[src/rtl/breath_pkg.sv]
// Shared definitions for the breathing-brightness generator and its prescaler.
// Phase encoding is visible on the phase port, so the values are fixed.
package breath_pkg;

    localparam int DUTY_W_DEF = 4;

    typedef enum logic [1:0] {
        UP      = 2'd0,
        HOLD_HI = 2'd1,
        DOWN    = 2'd2,
        HOLD_LO = 2'd3
    } phase_e;

    // Counter width able to index 0..n-1, never narrower than one bit.
    function automatic int cnt_width(input int n);
        return (n <= 1) ? 1 : $clog2(n);
    endfunction

endpackage

[src/rtl/tick_prescaler.sv]
// Free-running step prescaler: one-cycle tick every PRESCALE_DIV enabled cycles.
// enable=0 freezes the count losslessly; clear restarts it from zero.
module tick_prescaler
    import breath_pkg::*;
#(
    parameter int PRESCALE_DIV = 4194304
) (
    input  logic clk,
    input  logic reset,
    input  logic enable,
    input  logic clear,
    output logic tick
);

    localparam int                 CNT_W = cnt_width(PRESCALE_DIV);
    localparam logic [CNT_W-1:0]   LAST  = CNT_W'(PRESCALE_DIV - 1);

    logic [CNT_W-1:0] r_pre_cnt;
    logic             w_last;

    assign w_last = (r_pre_cnt == LAST);
    assign tick   = enable & w_last;

    always_ff @(posedge clk or posedge reset) begin
        if (reset) begin
            r_pre_cnt <= '0;
        end else if (clear) begin
            r_pre_cnt <= '0;
        end else if (enable) begin
            r_pre_cnt <= w_last ? '0 : r_pre_cnt + 1'b1;
        end
    end

endmodule

[src/rtl/breath_ramp_gen.sv]
// Triangular breathing duty source for the PWM stage: up, hold high, down, hold low.
// duty/phase/duty_update are registered and change on the edge that samples a tick.
module breath_ramp_gen
    import breath_pkg::*;
#(
    parameter int DUTY_W       = DUTY_W_DEF,
    parameter int PRESCALE_DIV = 4194304,
    parameter int HOLD_TICKS   = 4
) (
    input  logic              clk,
    input  logic              reset,
    input  logic              enable,
    input  logic              restart,
    output logic [DUTY_W-1:0] duty,
    output logic              duty_update,
    output logic [1:0]        phase
);

    localparam logic [DUTY_W-1:0] MAX_M1    = {{(DUTY_W-1){1'b1}}, 1'b0};
    localparam logic [DUTY_W-1:0] ONE       = DUTY_W'(1);
    localparam int                HOLD_W    = cnt_width(HOLD_TICKS + 1);
    localparam logic [HOLD_W-1:0] HOLD_LAST = (HOLD_TICKS == 0) ? '0 : HOLD_W'(HOLD_TICKS - 1);
    // With no hold time the ramps reverse directly at the extremes.
    localparam phase_e            TOP_NEXT  = (HOLD_TICKS == 0) ? DOWN : HOLD_HI;
    localparam phase_e            BOT_NEXT  = (HOLD_TICKS == 0) ? UP   : HOLD_LO;

    logic              w_tick;
    logic [DUTY_W-1:0] r_duty;
    logic              r_duty_update;
    phase_e            r_phase;
    logic [HOLD_W-1:0] r_hold_cnt;

    tick_prescaler #(
        .PRESCALE_DIV (PRESCALE_DIV)
    ) u_prescaler (
        .clk    (clk),
        .reset  (reset),
        .enable (enable),
        .clear  (restart),
        .tick   (w_tick)
    );

    always_ff @(posedge clk or posedge reset) begin
        if (reset) begin
            r_duty        <= '0;
            r_duty_update <= 1'b0;
            r_phase       <= UP;
            r_hold_cnt    <= '0;
        end else begin
            r_duty_update <= 1'b0;
            if (restart) begin
                r_duty        <= '0;
                r_duty_update <= (r_duty != '0);
                r_phase       <= UP;
                r_hold_cnt    <= '0;
            end else if (w_tick) begin
                case (r_phase)
                    UP: begin
                        r_duty        <= r_duty + 1'b1;
                        r_duty_update <= 1'b1;
                        r_hold_cnt    <= '0;
                        if (r_duty == MAX_M1) r_phase <= TOP_NEXT;
                    end
                    HOLD_HI: begin
                        if (r_hold_cnt == HOLD_LAST) begin
                            r_phase    <= DOWN;
                            r_hold_cnt <= '0;
                        end else begin
                            r_hold_cnt <= r_hold_cnt + 1'b1;
                        end
                    end
                    DOWN: begin
                        r_duty        <= r_duty - 1'b1;
                        r_duty_update <= 1'b1;
                        r_hold_cnt    <= '0;
                        if (r_duty == ONE) r_phase <= BOT_NEXT;
                    end
                    HOLD_LO: begin
                        if (r_hold_cnt == HOLD_LAST) begin
                            r_phase    <= UP;
                            r_hold_cnt <= '0;
                        end else begin
                            r_hold_cnt <= r_hold_cnt + 1'b1;
                        end
                    end
                    default: begin
                        r_phase    <= UP;
                        r_hold_cnt <= '0;
                    end
                endcase
            end
        end
    end

    assign duty        = r_duty;
    assign duty_update = r_duty_update;
    assign phase       = r_phase;

endmodule

[config.mk]
export PLATFORM = sky130hd
export DESIGN_NAME = breath_ramp_gen
export DESIGN_NICKNAME = d
export VERILOG_FILES = /design/src/rtl/breath_pkg.sv /design/src/rtl/tick_prescaler.sv /design/src/rtl/breath_ramp_gen.sv
export SDC_FILE = /design/constraint.sdc
export NUM_CORES = 1
export LEC_CHECK = 0
export BUFFER_PORTS_ARGS = -buffer_cell sky130_fd_sc_hd__clkbuf_2
export CAP_MARGIN = 25
export CORE_MARGIN = 2
export CORE_UTILIZATION = 45
export DETAILED_ROUTE_END_ITERATION = 10
export SETUP_SLACK_MARGIN = 0.05
export SYNTH_ARGS = -nofsm -noshare
export SYNTH_HDL_FRONTEND = slang
export SYNTH_SLANG_ARGS = --single-unit
export TNS_END_PERCENT = 30
[constraint.sdc]
create_clock -name clk -period 3.47 [get_ports clk]
set_input_delay 0.1735 -clock clk [delete_from_list [all_inputs] [get_ports clk]]
set_output_delay 0.1735 -clock clk [all_outputs]
set_load 0.05 [all_outputs]
; Word level (Yosys, flattened, before mapping)
; Index checks and enable logic that the tools add are counted.
[op_classes]
n_bitwise = 1
n_eq_ne = 11
add_sub_neg = 4
n_reduce_logical = 9
mux = 20
[op_table]
columns = op, n
row1 = $mux 22, 3
row2 = $add 22x1->22 const B, 1
row3 = $eq 22x22->1 const B, 1
row4 = $mux 2, 6
row5 = $ne 3x3->1 const B, 4
row6 = $mux 3, 3
row7 = $mux 4, 2
row8 = $pmux 2 s4, 1
row9 = $pmux 4 s2, 1
row10 = $pmux 3 s2, 1
row11 = $reduce_and 5->1, 1
row12 = $add 4x1->4 const B, 1
row13 = $eq 2x2->1 const B, 2
row14 = $eq 4x1->1 const B, 1
row15 = $eq 4x4->1 const B, 1
row16 = $reduce_bool 2->1, 2
row17 = $reduce_bool 4->1, 1
row18 = $reduce_or 2->1, 2
row19 = $sub 4x1->4 const B, 1
row20 = $add 3x1->3 const B, 1
row21 = $eq 3x2->1 const B, 1
row22 = $mux 1, 3
row23 = $reduce_bool 3->1, 1
row24 = $eq 2x1->1 const B, 1
row25 = 3 further kinds, 3
[totals]
output_inout_bits = 7
elab_cells = 50
regBits = 32

; Longest topological paths before layout
; Gate-level depths: netlist (run 1).
[depth]
word_depth = 5
depth_mapped = 7
mapped_depth_nobuf = 6

; By module
; A second synthesis (run 1) with hierarchy kept.
[hier_totals]
hier_cells = 196
hier_area_um2 = 1841.8
[modules_own_cells]
columns = module, n_inst, area_per_inst_um2, cells_per_inst
row1 = tick_prescaler, 1, 1181.1, 127
row2 = breath_ramp_gen, 1, 660.6, 69

; Worst setup path after synthesis (run 1)
; Ideal clock, no wire load.
[synth_timing]
path_kind = register -> register
from = reg r_phase[0], in the netlist phase[0]
to = reg r_phase[0], in the netlist phase[0]
slack_ns = 1.293
path_buffers = 0
path_stages_with_launch = 7
arrival_time_ns = 2.052
setup_time_ns = 0.125
cell_sequence = dfrtp_1 > inv_1 > ha_1 > and4b_1 > o32ai_1 > nor3_1 > mux2_2
[synth_between]
elab_chain_cells = 4
[synth_rtl]
columns = item, line_no
row1 = start: declaration, breath_ramp_gen.sv:30  ; phase_e r_phase;
row2 = start signal: assignment, breath_ramp_gen.sv:47  ; r_phase <= UP;
row3 = start signal: assignment, breath_ramp_gen.sv:54  ; r_phase <= UP;
row4 = start signal: assignment, breath_ramp_gen.sv:62  ; if (r_duty == MAX_M1) r_phase <= TOP_NEXT;
row5 = $eq 2x2->1 (tied with other cells), breath_ramp_gen.sv:57  ; case (r_phase)
row6 = $pmux 2 s4, breath_ramp_gen.sv:57
row7 = $mux 2, breath_ramp_gen.sv:56  ; end else if (w_tick) begin
row8 = $mux 2, breath_ramp_gen.sv:51  ; if (restart) begin
; Several ways; a longest one is shown, not always the timed one. The select of a mux whose other input is x is not followed.
; A chain may end at the register's enable or synchronous reset.

; Final worst setup path (run 1)
[layout_timing]
from = reg u_prescaler.r_pre_cnt[0]
to = reg u_prescaler.r_pre_cnt[18]
[layout_between]
elab_chain_cells = 4
[layout_rtl]
columns = item, line_no
row1 = start: declaration, tick_prescaler.sv:18  ; logic [CNT_W-1:0] r_pre_cnt;
row2 = start signal: assignment, tick_prescaler.sv:30  ; r_pre_cnt <= w_last ? '0 : r_pre_cnt + 1'b1;
row3 = $add 22x1->22 / $eq 22x22->1 (equally long branches), "tick_prescaler.sv:30, tick_prescaler.sv:21"
row4 = $mux 22 *, tick_prescaler.sv:30
row5 = $mux 22 *, tick_prescaler.sv:29  ; end else if (enable) begin
row6 = $mux 22 *, tick_prescaler.sv:27  ; end else if (clear) begin
; Every way passes the cells marked *; elsewhere a longest branch is shown, timed or not. The select of a mux whose other input is x is not followed.

==> results of run 1 <==
-- placed cells by master, fill, tap and decap left out, types with 3 or more instances in the layout --
| cell type | Yosys | final |
|---|---|---|
| nand3_1 | 12 | 12 |
| a311oi_1 | 4 | 4 |
| and4_1 | 4 | 4 |
| nor2b_1 | 3 | 3 |
| o21ai_0 | 14 | 14 |
| xor2_1 | 6 | 6 |
| nand4_1 | 9 | 9 |
| nor2_1 | 17 | 17 |
| nor3_1 | 9 | 9 |
| dfrtp_1 | 32 | 32 |
| mux2_2 | 3 | 3 |
| clkbuf_2 | 0 | 10 |
| or3_1 | 7 | 7 |
| nand2_1 | 12 | 12 |
| or4_1 | 3 | 3 |
| or4_2 | 3 | 3 |
| inv_1 | 9 | 9 |
| o31ai_1 | 3 | 3 |
| ha_1 | 11 | 11 |
| clkbuf_8 | 0 | 5 |
| a21oi_1 | 15 | 15 |
-- through the flow --
step                      area [um2]  total power [mW]  utilization [%]  setup WS (ps)
after global placement          2070             0.417             47.9           1190
after floorplan                 2000             0.411                -           1290
after global routing            2190             0.798             50.6            899
after detailed placement        2070             0.419             47.9           1090
after CTS                       2190             0.773             50.6           1090
final                           2190             0.766             50.6           1060
-- cells by family after synthesis --
kind of cell	synth area share, %
xor+xnor	3.07
buf+inv	4.08
simple gates	27.9
mux	2.19
flops	40.1
fa+ha+maj	6.90
compound gates	15.7
-- power groups by stage --
stage | combinational (mW) | clock (mW) | sequential (mW)
after floorplan | 0.0227 | 0 | 0.388
after global placement | 0.0304 | 0 | 0.386
after detailed placement | 0.0319 | 0 | 0.387
after CTS | 0.0328 | 0.361 | 0.380
after global routing | 0.0366 | 0.381 | 0.380
final | 0.0323 | 0.353 | 0.380
-- critical path, delay by kind of cell, from the launching register on --
kind | cells | cell delay (ps)
adders and majority gates | 1 | 230
DFF | 1 | 430
and+or+nand+nor | 2 | 680
AOI/OAI and AO/OA | 2 | 960
-- Yosys cell counts (2+ instances only) --
| cell type | instances | area share (%) |
|---|---|---|
| a21oi_1 | 15 | 3.8 |
| a311oi_1 | 4 | 1.8 |
| a31oi_1 | 2 | 0.63 |
| a41oi_1 | 2 | 0.88 |
| and3_1 | 2 | 0.63 |
| and4_1 | 4 | 1.8 |
| and4b_1 | 2 | 1.0 |
| buf_2 | 2 | 0.50 |
| buf_6 | 2 | 1.1 |
| clkbuf_1 | 2 | 0.38 |
| dfrtp_1 | 32 | 40 |
| ha_1 | 11 | 6.9 |
| inv_1 | 9 | 1.7 |
| mux2_2 | 3 | 1.7 |
| nand2_1 | 12 | 2.3 |
| nand3_1 | 12 | 3.0 |
| nand4_1 | 9 | 2.8 |
| nand4_2 | 2 | 1.3 |
| nor2_1 | 17 | 3.2 |
| nor2b_1 | 3 | 0.94 |
| nor3_1 | 9 | 2.3 |
| nor4_1 | 2 | 0.63 |
| o21ai_0 | 14 | 3.5 |
| o22ai_1 | 2 | 0.63 |
| o31ai_1 | 3 | 1.1 |
| or3_1 | 7 | 2.2 |
| or4_1 | 3 | 1.1 |
| or4_2 | 3 | 1.3 |
| xor2_1 | 6 | 2.6 |
-- flip-flops by register name (all words and copies together), names as in the netlist --
name and cells:
duty 4, duty_update 1, phase 2, r_hold_cnt 3
u_prescaler.r_pre_cnt 22
-- worst max-delay path by stage --
stage | slack, ps | from | depth (start not counted) | to
floorplan | 1290 | phase[0]$_DFFE_PP0P_ | 6 | phase[0]$_DFFE_PP0P_
global placement | 1190 | u_prescaler.r_pre_cnt[0]$_DFFE_PP0P_ | 5 | u_prescaler.r_pre_cnt[18]$_DFFE_PP0P_
detailed placement | 1090 | u_prescaler.r_pre_cnt[0]$_DFFE_PP0P_ | 5 | u_prescaler.r_pre_cnt[18]$_DFFE_PP0P_
CTS | 1090 | u_prescaler.r_pre_cnt[0]$_DFFE_PP0P_ | 5 | u_prescaler.r_pre_cnt[18]$_DFFE_PP0P_
global route | 900 | u_prescaler.r_pre_cnt[0]$_DFFE_PP0P_ | 5 | u_prescaler.r_pre_cnt[18]$_DFFE_PP0P_
finish | 1060 | u_prescaler.r_pre_cnt[0]$_DFFE_PP0P_ | 5 | u_prescaler.r_pre_cnt[18]$_DFFE_PP0P_
-- area by class of cell --
| class | count | area, um2 |
|---|---|---|
| fill | 415 | 2140 |
| multi-input combinational | 168 | 1110 |
| sequential | 32 | 801 |
| clock buffer | 6 | 72.6 |
| timing repair buffer | 12 | 67.6 |
| tap | 52 | 65.1 |
| clock inverter | 2 | 35.0 |
| inverter | 9 | 33.8 |
-- layer usage --
metal	wire [um]	vias up	track usage, %
li1	-	837	-
met4	58	0	8.60
met5	0	-	0
met3	207	6	5.13
met2	2370	47	36.1
met1	2000	867	24.1
-- repair_timing --
action,4_1_cts,5_1_grt
hold endpoints to repair,7,0
gates resized for setup,0,0
hold buffers,1,0
setup endpoints to repair,0,0
==> metrics.cfg, run 1 <==
[route]
first_pass_iters=4
viasPerCell=6.25
wirelength_mm=4.63
postRouteAntennaNets=0
drtIter0Drc=62
drcViolationCount=0
vias=1757
wire_per_inst_um=16.5

[worst_setup_path]
reg2reg_slack_ps=1060
rr_startpoint=u_prescaler.r_pre_cnt[0]$_DFFE_PP0P_
slowest_stage=o21bai_1
cp-end-kind=flop
critPathLaunchType=flop
reg2regPathDepth=5
criticalPathCategory=reg2reg
slowest_delay_ps=700
crit_chain=ha_1 > nand3_1 > or4_4 > o21bai_1 > o21ba_2
cp_max_fo=14
rr_endpoint=u_prescaler.r_pre_cnt[18]$_DFFE_PP0P_
worstPathRequired_ps=3640
arrival_ps=2580

[timing]
report.final.slew_viol_count=0
max_freq_ghz=0.416
tightest_slew_ps=834
tns_ps=0
fin_crit_ps=2410
finalHoldViolations=0
setup_viol=0
skew_ps=5.33
rsz0062_at_grt=no
period_share_pct=69.3
slew_headroom_pct=44.3
holdWs_ps=309

[clocking]
clockRootBuffer=clkbuf_8
cts_max_level=2
cts_buffers=5
clockBufferDepth=2
clkSinkCount=32
post_cts_buffers=0
path_clk_slew_ps=70
clkLatencyLatePin_ps=280
tritoncts=built

[job]
cap_violations=0

[final_layout]
area_delta_synth_final_pct=9.66
drive_above_1_share_pct=13.5
finalNonFillerCells=281
diodes=0
final_nets=243

[logic_synthesis]
ys_warn_count=0
ys_seq_area_share_pct=40.1
syn_nets=231
synth_edf_count=0
synth_seq_cells=32
synth.distinct_cells=49
async_reset_ff_share_pct=100
synthCells=216
syn_area_mm2=0.00200
synth_flop_cell=dfrtp_1
synth_area_per_cell_um2=9.24

[die]
die_area_mm2=0.00498
die_w_um=70.6
initial_core_util_pct=46.2
die_height_um=70.6
io_pins=11
num_rows=24
core_mm2=0.00432

[pwr]
power_leakage_nw=0.895
p_int_mw=0.597
p_seq_share_pct=49.6
power_density_mw_per_mm2=350
p_comb_share_pct=4.2
switching_share_pct=22.0
power_frac_clock_pct=46.1
power.switching_mw=0.168
max-vdd-ir-drop_v=0.000238

[worst_hold_path]
hold_end=u_prescaler.r_pre_cnt[7]$_DFFE_PP0P_
whs_path_depth=2
hold_class=in2reg
hold_path_startpoint=enable

[place]
dp.final_hpwl_mm=3.28
dp.cells=272
portBuffers=10
place_congestion=0.844

[grt]
track_usage_pct=20.6
grt_pass1_wl_mm=8.20
first_global_vias=1815
antenna_found_initial=0
grt_overflow=0
grt_max_degree=28

[run_status]
status=completed

No activity file was read; power rests on OpenSTA's default activity.
==> inputs of run 2 (changes only) <==
--- a/config.mk
+++ b/config.mk
@@ -5,6 +5,7 @@
 export SDC_FILE = /design/constraint.sdc
 export NUM_CORES = 1
 export LEC_CHECK = 0
+export ABC_AREA = 1
 export BUFFER_PORTS_ARGS = -buffer_cell sky130_fd_sc_hd__clkbuf_2
 export CAP_MARGIN = 25
 export CORE_MARGIN = 2
==> constraint.sdc (replaced) <==
create_clock -name clk -period 2.4 [get_ports clk]
set_input_delay 0.12 -clock clk [delete_from_list [all_inputs] [get_ports clk]]
set_output_delay 0.12 -clock clk [all_outputs]
set_load 0.05 [all_outputs]
==> run 2 against run 1 <==
Effect of this change: critical endpoint is now phase[0]$_DFFE_PP0P_; final area up 1.5%; setup slack got worse by 470 ps; largest power group unchanged; clock power rose by 24%; critical path type unchanged.
==> metrics.cfg, run 2 <==
[run_status]
status=completed

[pwr]
power_mw=1.67  ; +120%
power.switching_mw=0.676  ; +300%
p_int_mw=0.989  ; +66%
power_density_mw_per_mm2=750  ; +110%
p_comb_share_pct=32.7  ; +29 points
p_seq_share_pct=40.9  ; -8.7 points
power_frac_clock_pct=26.3  ; -20 points
power_leakage_nw=1.00  ; +12%
max-vdd-ir-drop_v=0.000493  ; +110%
switching_share_pct=40.6  ; +19 points

[timing]
max_freq_ghz=0.555  ; +34%
tns_ps=0  ; unchanged
skew_ps=9.46  ; +4.13 ps
tightest_slew_ps=427  ; -407 ps
finalHoldViolations=0  ; unchanged
setup_viol=0  ; unchanged
fin_crit_ps=1800  ; -605 ps
report.final.slew_viol_count=0  ; unchanged
rsz0062_at_grt=no
layout_setup_ws_ps=599  ; -465 ps
slew_headroom_pct=71.5  ; +27 points
period_share_pct=75.0  ; +5.7 points

[route]
vias=1698  ; -3.4%
first_pass_iters=4  ; unchanged
drtIter0Drc=133  ; +110%
wire_per_inst_um=12.0  ; -27%
drcViolationCount=0  ; unchanged
postRouteAntennaNets=0  ; unchanged
viasPerCell=4.89  ; -22%
wirelength_mm=4.17  ; -10%

[logic_synthesis]
synth_top_area_cell=dfrtp_1
synth_seq_cells=32  ; unchanged
synth.area.top_cells=dfrtp_1 (39%), nand2_1 (15%), nor2_1 (8.0%), ha_1 (6.7%), inv_1 (4.7%)
yosysMostFrequentCell=nand2_1
synth_top_area_share_pct=38.8  ; -1.3 points
async_reset_ff_share_pct=100  ; unchanged
syn_nets=295  ; +28%
synthTopCellsByCount=nand2_1 (83), nor2_1 (44), dfrtp_1 (32)
synth_edf_count=0  ; unchanged
synth_flop_cell=dfrtp_1
synth.distinct_cells=26  ; -47%
syn_area_mm2=0.00206  ; +3.4%
ys_seq_area_share_pct=38.8  ; -1.3 points
ys_warn_count=0  ; unchanged
synthCells=280  ; +30%
synth_area_per_cell_um2=7.37  ; -20%

[final_layout]
diodes=0  ; unchanged
final_cell_mix=nand2_1 (83), nor2_1 (44), dfrtp_1 (32)
drive_above_1_share_pct=13.6  ; +0.022 points
final_common_cell=nand2_1
finalNonFillerCells=347  ; +23%
largest_reg_flops=22  ; unchanged
final_nets=309  ; +27%
regMostFlops=u_prescaler.r_pre_cnt
area_delta_synth_final_pct=7.64
post-route-util_pct=50.7  ; +0.077 points

[worst_setup_path]
cp.depth=10  ; +5
slowest_stage=dfrtp_1
cp_num_buf_inv=0  ; unchanged
crit_top_cell=nand2_1
reg2regPathDepth=10  ; +5
critPathLaunchType=flop
arrival_ps=1980  ; -600 ps
worstPathRequired_ps=2580  ; -1060 ps
criticalPathCategory=reg2reg
crit_chain=ha_1 > nand2_1 > nor2_2 > nand2_1 > nor2_2 > nand3_2 > nand2_4 > nand2_1 > nand2_1 > nand2_1
slowest_delay_ps=380  ; -320 ps
crit_family=simple AND/OR/NAND/NOR gates
cp_max_fo=29  ; +15
cp-end-kind=flop

[clocking]
cts_buffers=5  ; unchanged
clockBufferDepth=2  ; unchanged
clockRootBuffer=clkbuf_8
cts_resized=0  ; unchanged
clkLatencyLatePin_ps=290  ; about the same
cts_max_level=2  ; unchanged
clkSinkCount=32  ; unchanged
tritoncts=built
path_clk_slew_ps=70  ; about the same

[place]
dp.cells=338  ; +24%
portBuffers=10  ; unchanged
place_congestion=0.821  ; -2.8%
dp.final_hpwl_mm=3.04  ; -7.5%
place_ws_ps=611  ; -482 ps

[worst_hold_path]
whs_path_depth=3  ; +1
hold_class=in2reg

[grt]
grt_overflow=0  ; unchanged
first_global_vias=1713  ; -5.6%
track_usage_pct=19.6  ; -1.0 points
grt_pass1_wl_mm=7.81  ; -4.7%
grt_max_degree=33  ; +18%
antenna_found_initial=0  ; unchanged

[die]
die_w_um=71.7  ; +1.6%
core_mm2=0.00438  ; +1.4%
initial_core_util_pct=47.1  ; +0.94 points
die_height_um=71.7  ; +1.6%
die_area_mm2=0.00515  ; +3.2%
io_pins=11  ; unchanged
num_rows=24  ; unchanged

[job]
cap_violations=0  ; unchanged

-- run 2: cell types whose count changed in the layout (fill, tap and decap cells not counted), sizes merged, moves of 4 or more --
cell    change
and4        -4
nand3       +8
or3         -7
inv        +19
or4         -7
nor2       +42
a21oi      -10
o21ai       -9
nand2      +73
a311oi      -4
-- run 2: power groups by stage --
stage	registers [mW]	clock network (mW)	logic, mW
after floorplan	0.825	0	0.301
after global placement	0.688	0	0.545
after detailed placement	0.692	0	0.554
after CTS	0.682	0.444	0.555
after global routing	0.697	0.468	0.626
final	0.682	0.438	0.545
-- run 2: area by class of cell --
type / instances / area (um2)
Clock buffer: 6 / 82.6
Clock inverter: 2 / 10.0
Fill cell: 448 / 2160
Inverter: 28 / 105
Multi-Input combinational cell: 215 / 1090
Sequential cell: 32 / 801
Tap cell: 52 / 65.1
Timing Repair Buffer: 12 / 67.6
-- run 2: tightest hold or removal path: cells and delay by family --
family / cells / cell delay (ps)
AND/OR/NAND/NOR: 2 / 180
buffers and inverters: 1 / 130
-- run 2: timing repair --
item / 4_1_cts / 5_1_grt
endpoints found under the setup margin: 0 / 0
hold buffers: 1 / 0
buffers inserted: 0 / 0
hold endpoints to repair: 32 / 0
-- run 2: stage by stage --
| stage | area (um2) | hold WS (ps) |
|---|---|---|
| global placement | 2120 | 208 |
| detailed placement | 2120 | 226 |
| CTS | 2220 | 181 |
| global route | 2220 | 202 |
| finish | 2220 | 180 |
| floorplan | 2060 | 236 |
-- run 2: kinds of logic after synthesis --
group	Yosys count	share of synthesized area (%)
compound gates	15	4.18
flops	32	38.8
xor+xnor	8	3.39
simple gates	181	38.6
buf+inv	33	8.36
fa+ha+maj	11	6.67
-- run 2: final timing paths --
| path | start | endpoint | slack, ps |
|---|---|---|---|
| max in group asynchronous | reset | duty[2]$_DFFE_PP0P_ | 1640 |
| setup reg to reg | u_prescaler.r_pre_cnt[0]$_DFFE_PP0P_ | phase[0]$_DFFE_PP0P_ | 600 |
| setup / recovery | u_prescaler.r_pre_cnt[0]$_DFFE_PP0P_ | phase[0]$_DFFE_PP0P_ | 600 |
| hold reg to reg | r_hold_cnt[1]$_DFFE_PP0P_ | r_hold_cnt[1]$_DFFE_PP0P_ | 500 |
| min in group asynchronous | reset | r_hold_cnt[0]$_DFFE_PP0P_ | 440 |
| hold / removal | enable | u_prescaler.r_pre_cnt[7]$_DFFE_PP0P_ | 180 |
-- run 2: metal layers --
| metal | vias to the layer above | part of all wire, % | global-route usage [%] |
|---|---|---|---|
| met5 | - | 0 | 0 |
| met4 | 0 | 1.8 | 7.55 |
| met3 | 8 | 3.1 | 4.64 |
| met2 | 15 | 45 | 30.7 |
| met1 | 763 | 50 | 26.3 |
| li1 | 912 | - | - |
==> inputs of run 3 (changes only) <==
==> constraint.sdc (replaced) <==
create_clock -name clk -period 1.8 [get_ports clk]
set_input_delay 0.09 -clock clk [delete_from_list [all_inputs] [get_ports clk]]
set_output_delay 0.09 -clock clk [all_outputs]
set_load 0.05 [all_outputs]
==> run 3 against run 2 <==
Effect of this change: combinational power rose by 36%; final cell count rose by 2.6%; worst hold slack got worse by 25 ps; total power rose by 40%; clock skew fell by 4.1 ps; global-route usage fell by 1.1 points; clock power rose by 54%; critical path depth fell by 1; sequential power rose by 33%; first-iteration DRC count fell by 31%; final area rose by 5.0%; core utilization rose by 2.5 points; largest cell class unchanged.
==> metrics.cfg, run 3 (synthesized netlist as in run 2, its figures left out) <==
[run_status]
status=completed

[timing]
slew_headroom_pct=73.1  ; +1.6 points
finalHoldViolations=0  ; unchanged
tns_ps=0  ; unchanged
report.final.slew_viol_count=0  ; unchanged
tightest_slew_ps=400  ; -26.7 ps
fin_crit_ps=1640  ; -158 ps
max_freq_ghz=0.609  ; +9.6%
rsz0062_at_grt=yes
setup_viol=0  ; unchanged
skew_ps=5.35  ; -4.11 ps
period_share_pct=91.3  ; +16 points

[route]
postRouteAntennaNets=0  ; unchanged
wire_per_inst_um=11.6  ; -3.6%
drtIter0Drc=92  ; -31%
wirelength_mm=4.12  ; -1.1%
vias=1773  ; +4.4%
first_pass_iters=4  ; unchanged
drcViolationCount=0  ; unchanged
viasPerCell=4.98  ; +1.8%

[grt]
track_usage_pct=18.5  ; -1.1 points
grt_pass1_wl_mm=7.51  ; -3.9%
antenna_found_initial=0  ; unchanged
grt_max_degree=33  ; unchanged
grt_overflow=0  ; unchanged
first_global_vias=1692  ; -1.2%

[pwr]
p_comb_share_pct=32.0  ; -0.7 points
p_int_mw=1.44  ; +46%
power_frac_clock_pct=29.0  ; +2.7 points
power_density_mw_per_mm2=996  ; +33%
switching_share_pct=38.0  ; -2.6 points
power.switching_mw=0.883  ; +31%
max-vdd-ir-drop_v=0.000673  ; +37%
power_leakage_nw=1.05  ; +5.0%
p_seq_share_pct=39.0  ; -1.9 points

[final_layout]
final_nets=318  ; +2.9%
finalNonFillerCells=356  ; +2.6%
largest_reg_flops=22  ; unchanged
diodes=0  ; unchanged
area_delta_synth_final_pct=13.0
final_common_cell=nand2_1
num-fill-cells=425  ; -5.1%
regMostFlops=u_prescaler.r_pre_cnt
multi_input_area_mm2=0.00112  ; +2.8%
seqCellArea_um2=802  ; +0.16%
final_cell_mix=nand2_1 (83), nor2_1 (43), dfrtp_1 (31)
drive_above_1_share_pct=16.8  ; +3.2 points

[clocking]
path_clk_slew_ps=70  ; about the same
tritoncts=built
cts_buffers=5  ; unchanged
clockBufferDepth=2  ; unchanged
cts_max_level=2  ; unchanged
clockRootBuffer=clkbuf_8
clkSinkCount=32  ; unchanged
clkLatencyLatePin_ps=280  ; about the same

[worst_setup_path]
crit_start=u_prescaler.r_pre_cnt[0]$_DFFE_PP0P_
rr_startpoint=u_prescaler.r_pre_cnt[0]$_DFFE_PP0P_
critPathLaunchType=flop
criticalPathCategory=reg2reg
cp-end-kind=flop
worstPathRequired_ps=1970  ; -610 ps
cp_max_fo=10  ; -66%
arrival_ps=1810  ; -170 ps

[die]
die_w_um=71.7  ; unchanged
die_height_um=71.7  ; unchanged
num_rows=24  ; unchanged
io_pins=11  ; unchanged
core_mm2=0.00438  ; unchanged
initial_core_util_pct=47.1  ; unchanged
die_area_mm2=0.00515  ; unchanged

[worst_hold_path]
hold_path_startpoint=enable
hold_class=in2reg

[place]
dp.final_hpwl_mm=3.13  ; +3.0%
place_congestion=0.820  ; about the same
portBuffers=10  ; unchanged
dp.cells=346  ; +2.4%

[job]
cap_violations=0  ; unchanged

-- run 3: final timing paths --
check	endpoint	slack [ps]	depth (start not counted)
setup / recovery	u_prescaler.r_pre_cnt[11]$_DFFE_PP0P_	160	9
max in group asynchronous	phase[0]$_DFFE_PP0P_	1070	4
hold reg to reg	r_hold_cnt[1]$_DFFE_PP0P_	490	2
hold / removal	u_prescaler.r_pre_cnt[7]$_DFFE_PP0P_	150	3
setup reg to reg	u_prescaler.r_pre_cnt[11]$_DFFE_PP0P_	160	9
min in group asynchronous	u_prescaler.r_pre_cnt[16]$_DFFE_PP0P_	410	4
-- run 3: metal layers --
metal	vias up	GRT usage, %	routed length [um]
li1	931	-	-
met1	816	24.9	2090
met2	22	30.1	1890
met3	4	3.80	104
met4	0	5.66	40
met5	-	0	0
-- run 3: critical path, cell delays in order (launching register included) --
cell and delay, ps:
dfrtp_1 390, ha_1 180, nand2_1 90, nor2_2 130, nand2_1 100, nor2_2 150, nand3_4 130, nand2_8 140
buf_4 170, nor3_1 50
-- run 3: cell type report --
| cell class | count | area share (%) |
|---|---|---|
| Sequential cell | 32 | 34.4 |
| Clock inverter | 3 | 1.82 |
| Inverter | 28 | 4.51 |
| Clock buffer | 5 | 2.95 |
| Multi-Input combinational cell | 216 | 48.1 |
| Timing Repair Buffer | 20 | 5.47 |
| Tap cell | 52 | 2.79 |
-- run 3: power by group through the flow --
stage	sequential, mW	combinational (mW)	clock (mW)
6_report	0.907	0.743	0.674
5_1_grt	0.925	0.841	0.727
4_1_cts	0.907	0.752	0.696
3_5_place_dp	0.919	0.749	0
3_3_place_gp	0.918	0.744	0
2_1_floorplan	1.10	0.401	0
-- run 3: metrics by stage --
step / area, um2 / power, mW / setup WS [ps] / hold slack [ps] / utilization (%)
final: 2330 / 2.32 / 157 / 155 / 53.2
after global placement: 2180 / 1.66 / 143 / 179 / 49.7
after global routing: 2330 / 2.49 / 22.9 / 170 / 53.2
after detailed placement: 2180 / 1.67 / 91.6 / 182 / 49.7
after floorplan: 2070 / 1.50 / 68.5 / 206 / -
after CTS: 2300 / 2.35 / 63.9 / 132 / 52.5
-- run 3: what timing repair did --
item                                    CTS  global route
gates resized for setup                   0             3
setup buffers                             0             0
endpoints found under the hold margin    32             0
hold buffers                              1             0
endpoints found under the setup margin    0            24
